$ cat src/rtl/io_cond_pkg.sv
// Shared defaults and sizing helper for the board input conditioner.
package io_cond_pkg;
  localparam int SW_WIDTH_DEF  = 32;
  localparam int BTN_WIDTH_DEF = 4;
  localparam int TICK_DIV_DEF  = 50000;
  localparam int SAMPLES_DEF   = 4;

  function automatic int cnt_width(input int n);
    return (n <= 1) ? 1 : $clog2(n);
  endfunction
endpackage

$ cat src/rtl/debounce_bit.sv
// One input bit: polarity fix, flop synchronizer, tick-sampled debounce counter.
module debounce_bit
  import io_cond_pkg::*;
#(
  parameter int SYNC_STAGES = 2,
  parameter int SAMPLES     = 4,
  parameter bit INVERT      = 1'b0
) (
  input  logic i_clk,
  input  logic i_rst,
  input  logic i_raw,
  input  logic i_tick,
  output logic o_stable,
  output logic o_upd
);
  localparam int CW = cnt_width(SAMPLES);
  localparam logic [CW-1:0] CNT_LAST = CW'(SAMPLES - 1);

  logic [SYNC_STAGES-1:0] sync_q;
  logic                   syn;
  logic                   stable_q, stable_d;
  logic [CW-1:0]          cnt_q, cnt_d;

  always_ff @(posedge i_clk or posedge i_rst) begin
    if (i_rst) sync_q <= '0;
    else       sync_q <= {sync_q[SYNC_STAGES-2:0], i_raw ^ INVERT};
  end

  assign syn = sync_q[SYNC_STAGES-1];

  // Any cycle back at the stable level restarts the count, glitches included.
  always_comb begin
    cnt_d    = cnt_q;
    stable_d = stable_q;
    o_upd    = 1'b0;
    if (syn == stable_q) begin
      cnt_d = '0;
    end else if (i_tick) begin
      if (cnt_q == CNT_LAST) begin
        stable_d = syn;
        cnt_d    = '0;
        o_upd    = 1'b1;
      end else begin
        cnt_d = cnt_q + 1'b1;
      end
    end
  end

  always_ff @(posedge i_clk or posedge i_rst) begin
    if (i_rst) begin
      cnt_q    <= '0;
      stable_q <= 1'b0;
    end else begin
      cnt_q    <= cnt_d;
      stable_q <= stable_d;
    end
  end

  assign o_stable = stable_q;
endmodule

$ cat src/rtl/io_input_cond.sv
// Switch/button conditioner: shared sample tick, per-bit debouncers, edge pulses.
module io_input_cond
  import io_cond_pkg::*;
#(
  parameter int SW_WIDTH       = SW_WIDTH_DEF,
  parameter int BTN_WIDTH      = BTN_WIDTH_DEF,
  parameter int SYNC_STAGES    = 2,
  parameter int TICK_DIV       = TICK_DIV_DEF,
  parameter int SAMPLES        = SAMPLES_DEF,
  parameter bit BTN_ACTIVE_LOW = 1'b1
) (
  input  logic                 i_clk,
  input  logic                 i_rst,
  input  logic [SW_WIDTH-1:0]  i_sw_raw,
  input  logic [BTN_WIDTH-1:0] i_btn_raw,
  output logic [SW_WIDTH-1:0]  o_io_sw,
  output logic [BTN_WIDTH-1:0] o_io_btn,
  output logic [BTN_WIDTH-1:0] o_btn_press,
  output logic [BTN_WIDTH-1:0] o_btn_release,
  output logic                 o_sw_chg,
  output logic                 o_tick
);
  localparam int TW = cnt_width(TICK_DIV);
  localparam logic [TW-1:0] TICK_LAST = TW'(TICK_DIV - 1);

  logic [TW-1:0]        tick_cnt_q, tick_cnt_d;
  logic                 tick;
  logic [SW_WIDTH-1:0]  sw_stable, sw_upd;
  logic [BTN_WIDTH-1:0] btn_stable, btn_upd;
  logic [BTN_WIDTH-1:0] press_q, release_q;
  logic                 chg_q;

  // Tick is masked in reset so TICK_DIV=1 still shows 0 on o_tick there.
  assign tick       = (tick_cnt_q == TICK_LAST) && !i_rst;
  assign tick_cnt_d = (tick_cnt_q == TICK_LAST) ? '0 : tick_cnt_q + 1'b1;

  always_ff @(posedge i_clk or posedge i_rst) begin
    if (i_rst) tick_cnt_q <= '0;
    else       tick_cnt_q <= tick_cnt_d;
  end

  for (genvar g = 0; g < SW_WIDTH; g++) begin : g_sw
    debounce_bit #(
      .SYNC_STAGES(SYNC_STAGES),
      .SAMPLES    (SAMPLES),
      .INVERT     (1'b0)
    ) u_db (
      .i_clk   (i_clk),
      .i_rst   (i_rst),
      .i_raw   (i_sw_raw[g]),
      .i_tick  (tick),
      .o_stable(sw_stable[g]),
      .o_upd   (sw_upd[g])
    );
  end

  for (genvar g = 0; g < BTN_WIDTH; g++) begin : g_btn
    debounce_bit #(
      .SYNC_STAGES(SYNC_STAGES),
      .SAMPLES    (SAMPLES),
      .INVERT     (BTN_ACTIVE_LOW)
    ) u_db (
      .i_clk   (i_clk),
      .i_rst   (i_rst),
      .i_raw   (i_btn_raw[g]),
      .i_tick  (tick),
      .o_stable(btn_stable[g]),
      .o_upd   (btn_upd[g])
    );
  end

  // Pulses register alongside the stable flop, so they coincide with the new level.
  always_ff @(posedge i_clk or posedge i_rst) begin
    if (i_rst) begin
      press_q   <= '0;
      release_q <= '0;
      chg_q     <= 1'b0;
    end else begin
      press_q   <= btn_upd & ~btn_stable;
      release_q <= btn_upd & btn_stable;
      chg_q     <= |sw_upd;
    end
  end

  assign o_io_sw       = sw_stable;
  assign o_io_btn      = btn_stable;
  assign o_btn_press   = press_q;
  assign o_btn_release = release_q;
  assign o_sw_chg      = chg_q;
  assign o_tick        = tick;
endmodule

$ cat config.mk
export PLATFORM = sky130hd
export DESIGN_NAME = io_input_cond
export DESIGN_NICKNAME = d
export VERILOG_FILES = /design/src/rtl/io_cond_pkg.sv /design/src/rtl/debounce_bit.sv /design/src/rtl/io_input_cond.sv
export SDC_FILE = /design/constraint.sdc
export NUM_CORES = 1
export LEC_CHECK = 0
export ABC_AREA = 1
export CAP_MARGIN = 20
export CORE_UTILIZATION = 29
export CTS_CLUSTER_DIAMETER = 80
export DETAILED_ROUTE_END_ITERATION = 12
export GPL_ROUTABILITY_DRIVEN = 0
export PLACE_DENSITY_LB_ADDON = 0.2
export SYNTH_ARGS = -nofsm -noshare
export SYNTH_HDL_FRONTEND = slang
export SYNTH_HIERARCHICAL = 1
export SYNTH_SLANG_ARGS = --single-unit
$ cat constraint.sdc
create_clock -name i_clk -period 7.61 [get_ports i_clk]
set_input_delay 1.9025 -clock i_clk [delete_from_list [all_inputs] [get_ports i_clk]]
set_output_delay 1.9025 -clock i_clk [all_outputs]
set_load 0.02 [all_outputs]
==> flow_summary.ini <==
[global_route]
grt_pass1_wl_um = 30600
grt_pass1_vias = 6654
grt_max_degree = 145
grt-ovfl-total = 0
grt_usage_pct = 11.2
antenna_found_initial = 0

[layout]
final_util_pct = 36.4
diodes = 0
final_nets = 1291
drive_gt1_share_pct = 11.7
syn_to_final_growth_pct = 23.1
fillers = 3231
final_cell_area_um2 = 11600
finalNonFillerCells = 1631

[drt]
drtPass1Iterations = 5
dr_total_vias = 6713
routed_wl_um = 17700
final_antenna_net_count = 0
viasPerCell = 4.12
routedWlPerCell_um = 10.8
dr.first_iter.drc_count = 162
route.detailed.drc = 0

[clock_network]
cts_max_path_buffers = 3
cts_tree = yes
h-tree-depth = 1
post_cts_resized = 0
path_clk_slew_ns = 0.05
post_cts_buffers = 0
cts-root-buf = clkbuf_16
clock_latency_ns = 0.52
cts_buffers = 26
cts.sinks = 205
hold_buffers = 0

[setup_path]
r2r_cells = 12
path_buf_inv = 3
cp_data_required_time_ns = 5.71
cp_data_arrival_time_ns = 3.12
ff2ff_setup_slack_ns = 5.01
crit_path_end_kind = output pin
crit_type = in -> out
reg2reg_from = tick_cnt_q[0]
critical_path.max_stage_delay_ns = 0.63
slowest_stage = clkdlybuf4s50_1
crit_family = buffers and inverters
r2r-end = o_sw_chg
worstPathCellList = buf_2 > buf_4 > nor2_4 > clkdlybuf4s50_1
cp-start-kind = input pin
crit_fanout = 38

[floorplan]
fp.coreArea_um2 = 31700
start_util_pct = 29.6
die_area_um2 = 33100
pin_count = 84
num_rows = 65
die_h_um = 182
dieWidth_um = 182

[logic_synthesis]
synth.yosys.seq_area_share_pct = 54.6
synthCells = 1102
yosysWarnings = 6
synth_cell_types = 19
syn_area_per_cell_um2 = 8.52
syn_area_um2 = 9390
synth_seq_cells = 205
syn-num-nets = 1177

[place]
placed_cell_area_um2 = 10800
dp.final_hpwl_um = 12500
io_buffers = 83
placed_cells = 1589

[sta]
grt_setup_unrepaired = no
drv_slew = 0
skew_ns = 0.00856
fin_crit_ns = 5.02
maxSlewHeadroom_pct = 60.4
period_share_pct = 66.0
hold_violations = 0
fmax_mhz = 199
worst_pin_slew_ns = 0.594
setup_viol = 0
setup_tns_ns = 0

[worst_hold_path]
holdPathEnd = g_sw[7].u_db/sync_q[1]
hp-class = reg -> reg
min_path_cells = 0
hold_start = g_sw[7].u_db/sync_q[0]

[power_and_ir_drop]
ir_drop_mv = 0.146
p_total_mw = 2.32
p_per_area_nw_per_um2 = 201
p_leak_nw = 5.83

[outcome]
status = finished clean

[job]
drv_cap = 0
==> cell families after synthesis <==
logic type / synth area share, %
buf+inv: 8.32
simple gates: 26.3
fa+ha+maj: 4.93
flops: 54.6
xor+xnor: 0.653
compound gates: 5.17
==> report_power, final <==
group	switching (mW)	total, mW	internal, mW
clock network	0.432	1.13	0.693
registers	0.00698	1.12	1.11
logic	0.0489	0.0776	0.0286
==> flip-flops by register name, indices dropped and copies added (netlist names) <==
signal	flops
g_sw.u_db/cnt_q	64
g_btn.u_db/o_stable	4
o_btn_release	4
o_sw_chg	1
tick_cnt_q	16
g_sw.u_db/o_stable	32
g_btn.u_db/cnt_q	8
g_sw.u_db/sync_q	64
g_btn.u_db/sync_q	8
o_btn_press	4
==> synthesized netlist by cell type (all sizes together) <==
cell	count	area, um^2
nand4	22	138
ha	37	463
dfrtp	205	5130
xor2	7	61.3
nand3	40	200
a31oi	1	6.26
nor2	125	482
o21ai	38	194
a21oi	33	285
inv	208	781
nand2	384	1640
nor3	2	10.0
==> how the worst max path moves through the flow <==
stage	slack (ns)	start	cells past startpoint	to
finish	2.59	i_rst	4	o_tick
global route	2.50	i_rst	4	o_tick
CTS	2.56	i_rst	4	o_tick
detailed placement	2.56	i_rst	4	o_tick
global placement	2.56	i_rst	4	o_tick
floorplan	1.06	i_rst	1	o_tick
==> per-layer routing <==
layer	global-route usage, %	wire length, um	vias up
li1	-	-	3559
met1	15.1	8650	3025
met2	18.0	7740	99
met3	2.71	840	30
met4	3.23	447	0
met5	0	0	-
==> cell usage in the layout (no fill, tap or decap) <==
master	n
nand2_1	313
nand3_1	40
nand2_4	4
inv_1	208
a21oi_1	1
o21ai_0	1
bufinv_16	1
clkbuf_16	27
nand4_1	22
a31oi_1	1
buf_16	1
clkdlybuf4s50_1	82
clkinv_2	1
o21ai_2	1
buf_12	1
xor2_1	7
o21ai_1	36
nor3_1	2
clkinvlp_4	1
buf_4	1
clkbuf_8	2
clkbuf_1	9
dfrtp_1	205
nand2_2	67
a21oi_2	32
ha_1	37
buf_2	1
nor2_4	2
nor2_2	2
nor2_1	121
==> worst register-to-register path, delay by kind of cell (launching register included) <==
family / cells / cell delay, ns
buf+inv: 1 / 0.45
simple gates: 10 / 1.45
fa+ha+maj: 1 / 0.25
flops: 1 / 0.38
==> area by class of cell <==
class	count	area (um^2)	share of cell area (%)
Clock buffer	38	737	6.38
Clock inverter	3	42.5	0.368
Inverter	208	781	6.75
Multi-Input combinational cell	689	3490	30.2
Sequential cell	205	5130	44.4
Tap cell	402	503	4.35
Timing Repair Buffer	86	881	7.62
==> through the flow <==
step | hold WS [ns] | setup WS [ns]
after floorplan | 0.331 | 1.06
after CTS | 0.345 | 2.56
after detailed placement | 0.335 | 2.56
after global placement | 0.331 | 2.56
final | 0.345 | 2.59
after global routing | 0.348 | 2.50
Power figures use the tool's default switching activity.
==> RTL change 1, RTL diff (config.mk and constraints unchanged) <==
`INVERT` is set to 1'b0 in 2 places; all go to 1'b1.
--- a/src/rtl/debounce_bit.sv
+++ b/src/rtl/debounce_bit.sv
@@ -4,7 +4,7 @@
 #(
   parameter int SYNC_STAGES = 2,
   parameter int SAMPLES     = 4,
-  parameter bit INVERT      = 1'b0
+  parameter bit INVERT      = 1'b1
 ) (
   input  logic i_clk,
   input  logic i_rst,
--- a/src/rtl/io_input_cond.sv
+++ b/src/rtl/io_input_cond.sv
@@ -43,7 +43,7 @@
     debounce_bit #(
       .SYNC_STAGES(SYNC_STAGES),
       .SAMPLES    (SAMPLES),
-      .INVERT     (1'b0)
+      .INVERT     (1'b1)
     ) u_db (
       .i_clk   (i_clk),
       .i_rst   (i_rst),
Behaviour: same outputs for any inputs over 10 cycles, from zero or initial values and one cycle with i_rst high; that may be too few to reach the edited logic, so the function may still have changed.
==> RTL change 1 against the unedited design <==
Core utilization grew 0.11 points; synthesized area grew 0.85%; non-clock buffer count grew 1; total power is essentially flat; count of clock-buffer cells in the layout shrank 1; worst setup slack gained 0.038 ns; die area grew 0.85%; wire length grew 6.5%; sequential power is essentially flat; design area grew 0.82%; sequential cell count is the same; largest cell class unchanged.
==> RTL change 1: results (changes against the unedited design) <==
* DRT iter0 DRCs at 299 (+85%)
* Pre-antenna DRT Iters at 4 (-1)
* P_int at 1.81 mW (-1.2%)
* Layout cells sized above 1 at 7.25% (-4.5 points)
* Post-placement cell count at 1,592 (+0.19%)
* WL/cell at 11.5 um (+6.2%)
* Ys Warns at 6 (unchanged)
* VDD IR max at 0.142 mV (-2.7%)
* Synth area leaders: dfrtp_1, nand4_1, nand2_1
* Sequential area share after synthesis at 54.2% (-0.46 points)
* Clock Tree Root: clkbuf_16
* Most frequent cells after synthesis: nand2_1, inv_1, dfrtp_1
* Largest net degree at the start of global routing at 101 (-30%)
* Vias in the first global route at 6,617 (-0.56%)
* Via density at 4.30 (+4.5%)
* Cell area after placement at 10,900 um^2 (+1.2%)
* Synth cell types at 18 (-1)
* Routed Wire Length at 18,800 um (+6.5%)
* Clk_lat worst skew at 0.53 ns
* Inserted Diodes at 0 (unchanged)
* Syn Area/Cell at 8.85 um^2 (+3.9%)
* Global-route wire length before repair at 31,500 um (+2.9%)
* Slew @ Worst Pin at 1.02 ns (+0.421 ns)
* DP HPWL at 13,200 um (+5.5%)
* Final nets at 1,259 (-2.5%)
* Lkg Pwr at 5.90 nW (+1.2%)
* Syn nets at 1,145 (-2.7%)
* Clock Skews at 0.0255 ns (+0.0169 ns)
* Place WS at 2.60 ns (+0.0325 ns)
* Outcome: completed
* CTS buffer count at 25 (-3.8%)
* Async set-or-reset flop fraction in the synthesized netlist at 100% (unchanged)
* FILL cells at 3,275 (+1.4%)
* GRT Util Overall at 11.5% (+0.28 points)
* CTS max path bufs at 3 (unchanged)
* Max Fanout on Critical Path at 38 (unchanged)
* Initial antenna violation count at 1 (+1)
[RTL change 1: critical path: stages]
cell,delay [ns]
buf_2,0.09
buf_4,0.29
nor2_4,0.17
clkdlybuf4s50_1,0.61
[RTL change 1: power by group through the flow]
stage | Sequential [mW] | Clock, mW | Combinational [mW]
detailed placement | 1.14 | 0 | 0.0896
floorplan | 1.13 | 0 | 0.0527
CTS | 1.12 | 1.17 | 0.0898
global route | 1.12 | 1.21 | 0.0993
global placement | 1.14 | 0 | 0.0885
finish | 1.12 | 1.12 | 0.0865
[RTL change 1: cell families after synthesis]
family / share of synthesized area [%]
AND/OR/NAND/NOR: 29.9
adder cells (fa/ha/maj): 4.89
flip-flops: 54.2
XOR/XNOR: 0.647
buffers and inverters: 8.25
AO/OA/AOI/OAI: 2.17
[RTL change 1: worst paths after layout]
path                       slack [ns]  cells past startpoint                              start                                end
min reg2reg                      0.34                      0  g_sw[24].u_db/sync_q[0]$_DFF_PP0_  g_sw[24].u_db/sync_q[1]$_DFF_PP0_
max                              2.63                      4                              i_rst                             o_tick
max in group asynchronous        5.43                      4                              i_rst           o_btn_press[2]$_DFF_PP0_
min in group asynchronous        1.65                      3                              i_rst         o_btn_release[0]$_DFF_PP0_
min                              0.34                      0  g_sw[24].u_db/sync_q[0]$_DFF_PP0_  g_sw[24].u_db/sync_q[1]$_DFF_PP0_
max reg2reg                      4.22                     13            tick_cnt_q[0]$_DFF_PP0_                 o_sw_chg$_DFF_PP0_
[RTL change 1: through the flow]
| stage | hold WS (ns) | power (mW) | util [%] |
|---|---|---|---|
| floorplan | 0.331 | 1.19 | - |
| global placement | 0.331 | 1.22 | 34.1 |
| detailed placement | 0.335 | 1.23 | 34.1 |
| CTS | 0.346 | 2.37 | 36.6 |
| global route | 0.352 | 2.43 | 36.6 |
| finish | 0.343 | 2.32 | 36.6 |
[RTL change 1: layout make-up]
cell class	instances	share of cell area, %
Sequential cell	205	44.0
Tap cell	435	4.67
Timing Repair Buffer	87	7.34
Inverter	208	6.70
Multi-Input combinational cell	657	30.6
Clock inverter	6	0.322
Clock buffer	37	6.36
[RTL change 1: routing by layer]
layer  global-route usage (%)  share of wire [%]  vias to the layer above
li1                         -                  -                     3680
met1                     15.7                 49                     3222
met2                     18.4                 44                       97
met3                     2.47                4.0                       33
met4                     3.43                2.5                        2
met5                        0              0.048                        -
==> RTL change 2, RTL diff (same flow settings) <==
Without the edit above. Register the outputs `o_io_sw`, `o_io_btn` and `o_tick`, with the module's reset; this adds one clock of latency there. The other outputs are not delayed to match.
--- a/src/rtl/io_input_cond.sv
+++ b/src/rtl/io_input_cond.sv
@@ -82,11 +82,19 @@
     end
   end
 
-  assign o_io_sw       = sw_stable;
-  assign o_io_btn      = btn_stable;
   assign o_btn_press   = press_q;
   assign o_btn_release = release_q;
   assign o_sw_chg      = chg_q;
-  assign o_tick        = tick;
+  always_ff @(posedge i_clk or posedge i_rst) begin
+    if (i_rst) begin
+      o_io_sw  <= '0;
+      o_io_btn <= '0;
+      o_tick   <= '0;
+    end else begin
+      o_io_sw  <= sw_stable;
+      o_io_btn <= btn_stable;
+      o_tick   <= tick;
+    end
+  end
 endmodule
 
Check against the original RTL: same outputs for any inputs over 10 cycles, from zero or initial values and one cycle with i_rst high; that may be too few to reach the edited logic, so the function may still have changed.
==> RTL change 2 against the unedited design <==
Critical path depth is 6 higher; critical endpoint is now o_sw_chg$_DFF_PP0_; sequential power rose by 17%; wire length increased by 10%; sequential cell count increased by 37; design area rose by 11%; die area increased by 9.8%; highest routed layer unchanged; core utilization increased by 0.27 points; combinational power rose by 5.7%; register-to-register slack lost 0.15 ns; total power up 23%; synthesized area grew 9.9%; worst setup slack improved by 1.6 ns; critical path type is now in2reg; first-iteration DRC count is 41% higher.
==> RTL change 2: results (changes against the unedited design) <==
* Outcome: completed
* Routed Wire Length at 19,500 um (+10%)
* Crit path DAT at 3.94 ns (+0.82 ns)
* Fraction of synthesized area in multiplexers at 0% (unchanged)
* Switching power at 0.587 mW (+20%)
* Hold Path End: g_sw[3].u_db/sync_q[1]$_DFF_PP0_
* Post-Synth Adder-Cell Area at 4.49% (-0.44 points)
* Hold_ws at 0.338 ns (-0.00693 ns)
* FILL cells at 3,431 (+6.2%)
* Taps Inserted at 455 (+13%)
* Vias in the first global route at 6,973 (+4.8%)
* Seq power at 1.31 mW (+17%)
* VDD IR max at 0.151 mV (+3.8%)
* DRT iter0 DRCs at 228 (+41%)
* Layout cells sized above 1 at 12.7% (+0.97 points)
* Synth area leaders: dfrtp_1, nand2_1, inv_1
* DR WL met2 at 8740 um (+13%)
* Buffering overhead at 6.70% (-0.92 points)
* Most frequent cells after synthesis: nand2_1, dfrtp_1, inv_1
* Mapped Cells at 1,139 (+3.4%)
* Met3 wire length at 825 um (-1.8%)
* Largest net degree at the start of global routing at 93 (-36%)
* CTS buffer count at 29 (+12%)
* GRT Util Overall at 11.3% (+0.072 points)
* Post-placement cell count at 1,681 (+5.8%)
* Clk cell area share at 8.04% (+1.3 points)
* Met1 track demand over resource at 15.3% (+0.24 points)
* Non-CTS buffers at 87 (+1.2%)
* Hold Crit Start: g_sw[3].u_db/sync_q[0]$_DFF_PP0_
* Post-synthesis compound-gate area fraction at 4.71% (-0.46 points)
* Multi-input gate share of the layout cell area at 27.3% (-2.9 points)
* Reg2reg setup slack at 4.86 ns (-0.15 ns)
* Clk_lat worst skew at 0.54 ns (+0.02 ns)
* Max Fanout on Critical Path at 92 (+140%)
* DP HPWL at 13,500 um (+8.3%)
* XOR/XNOR Fraction of Synth Area at 0.594% (-0.059 points)
* Final core utilization at 36.7% (+0.27 points)
* Overall power at 2.86 mW (+23%)
* Clk_buf instances at 40 (+5.3%)
* Global-route wire length before repair at 33,600 um (+9.8%)
* Place WS at 3.51 ns (+0.942 ns)
* M2 GR Usage at 18.3% (+0.31 points)
* Sequential Area at 6060 um^2 (+18%)
* Met3 Usage GRT at 2.12% (-0.59 points)
* Main flop type after synthesis: dfrtp_1
* WL met1 at 9420 um (+8.9%)
* Power share of the combinational group at 2.9% (-0.4 points)
* WL/cell at 11.3 um (+4.0%)
* Slew @ Worst Pin at 0.908 ns (+0.314 ns)
* FF+latch count, synth at 242 (+18%)
* Final nets at 1,332 (+3.2%)
* Lkg Pwr at 6.47 nW (+11%)
* Via density at 4.10 (-0.43%)
[RTL change 2: worst max-delay path: stages]
cell	delay, ns
buf_2	0.09
buf_4	0.29
nor2_4	0.17
buf_4	0.65
nand2_1	0.22
nor2_1	0.14
nor2_1	0.05
nand4_1	0.13
nor2_1	0.09
nand2_1	0.07
[RTL change 2: how the worst max path moves through the flow]
| stage | to | slack, ns | cells past startpoint | start |
|---|---|---|---|---|
| global placement | o_sw_chg$_DFF_PP0_ | 3.54 | 10 | i_rst |
| finish | o_sw_chg$_DFF_PP0_ | 4.14 | 10 | i_rst |
| detailed placement | o_sw_chg$_DFF_PP0_ | 3.51 | 10 | i_rst |
| global route | o_sw_chg$_DFF_PP0_ | 3.89 | 10 | i_rst |
| floorplan | o_sw_chg$_DFF_PP0_ | 0.51 | 7 | i_rst |
| CTS | o_sw_chg$_DFF_PP0_ | 4.08 | 10 | i_rst |
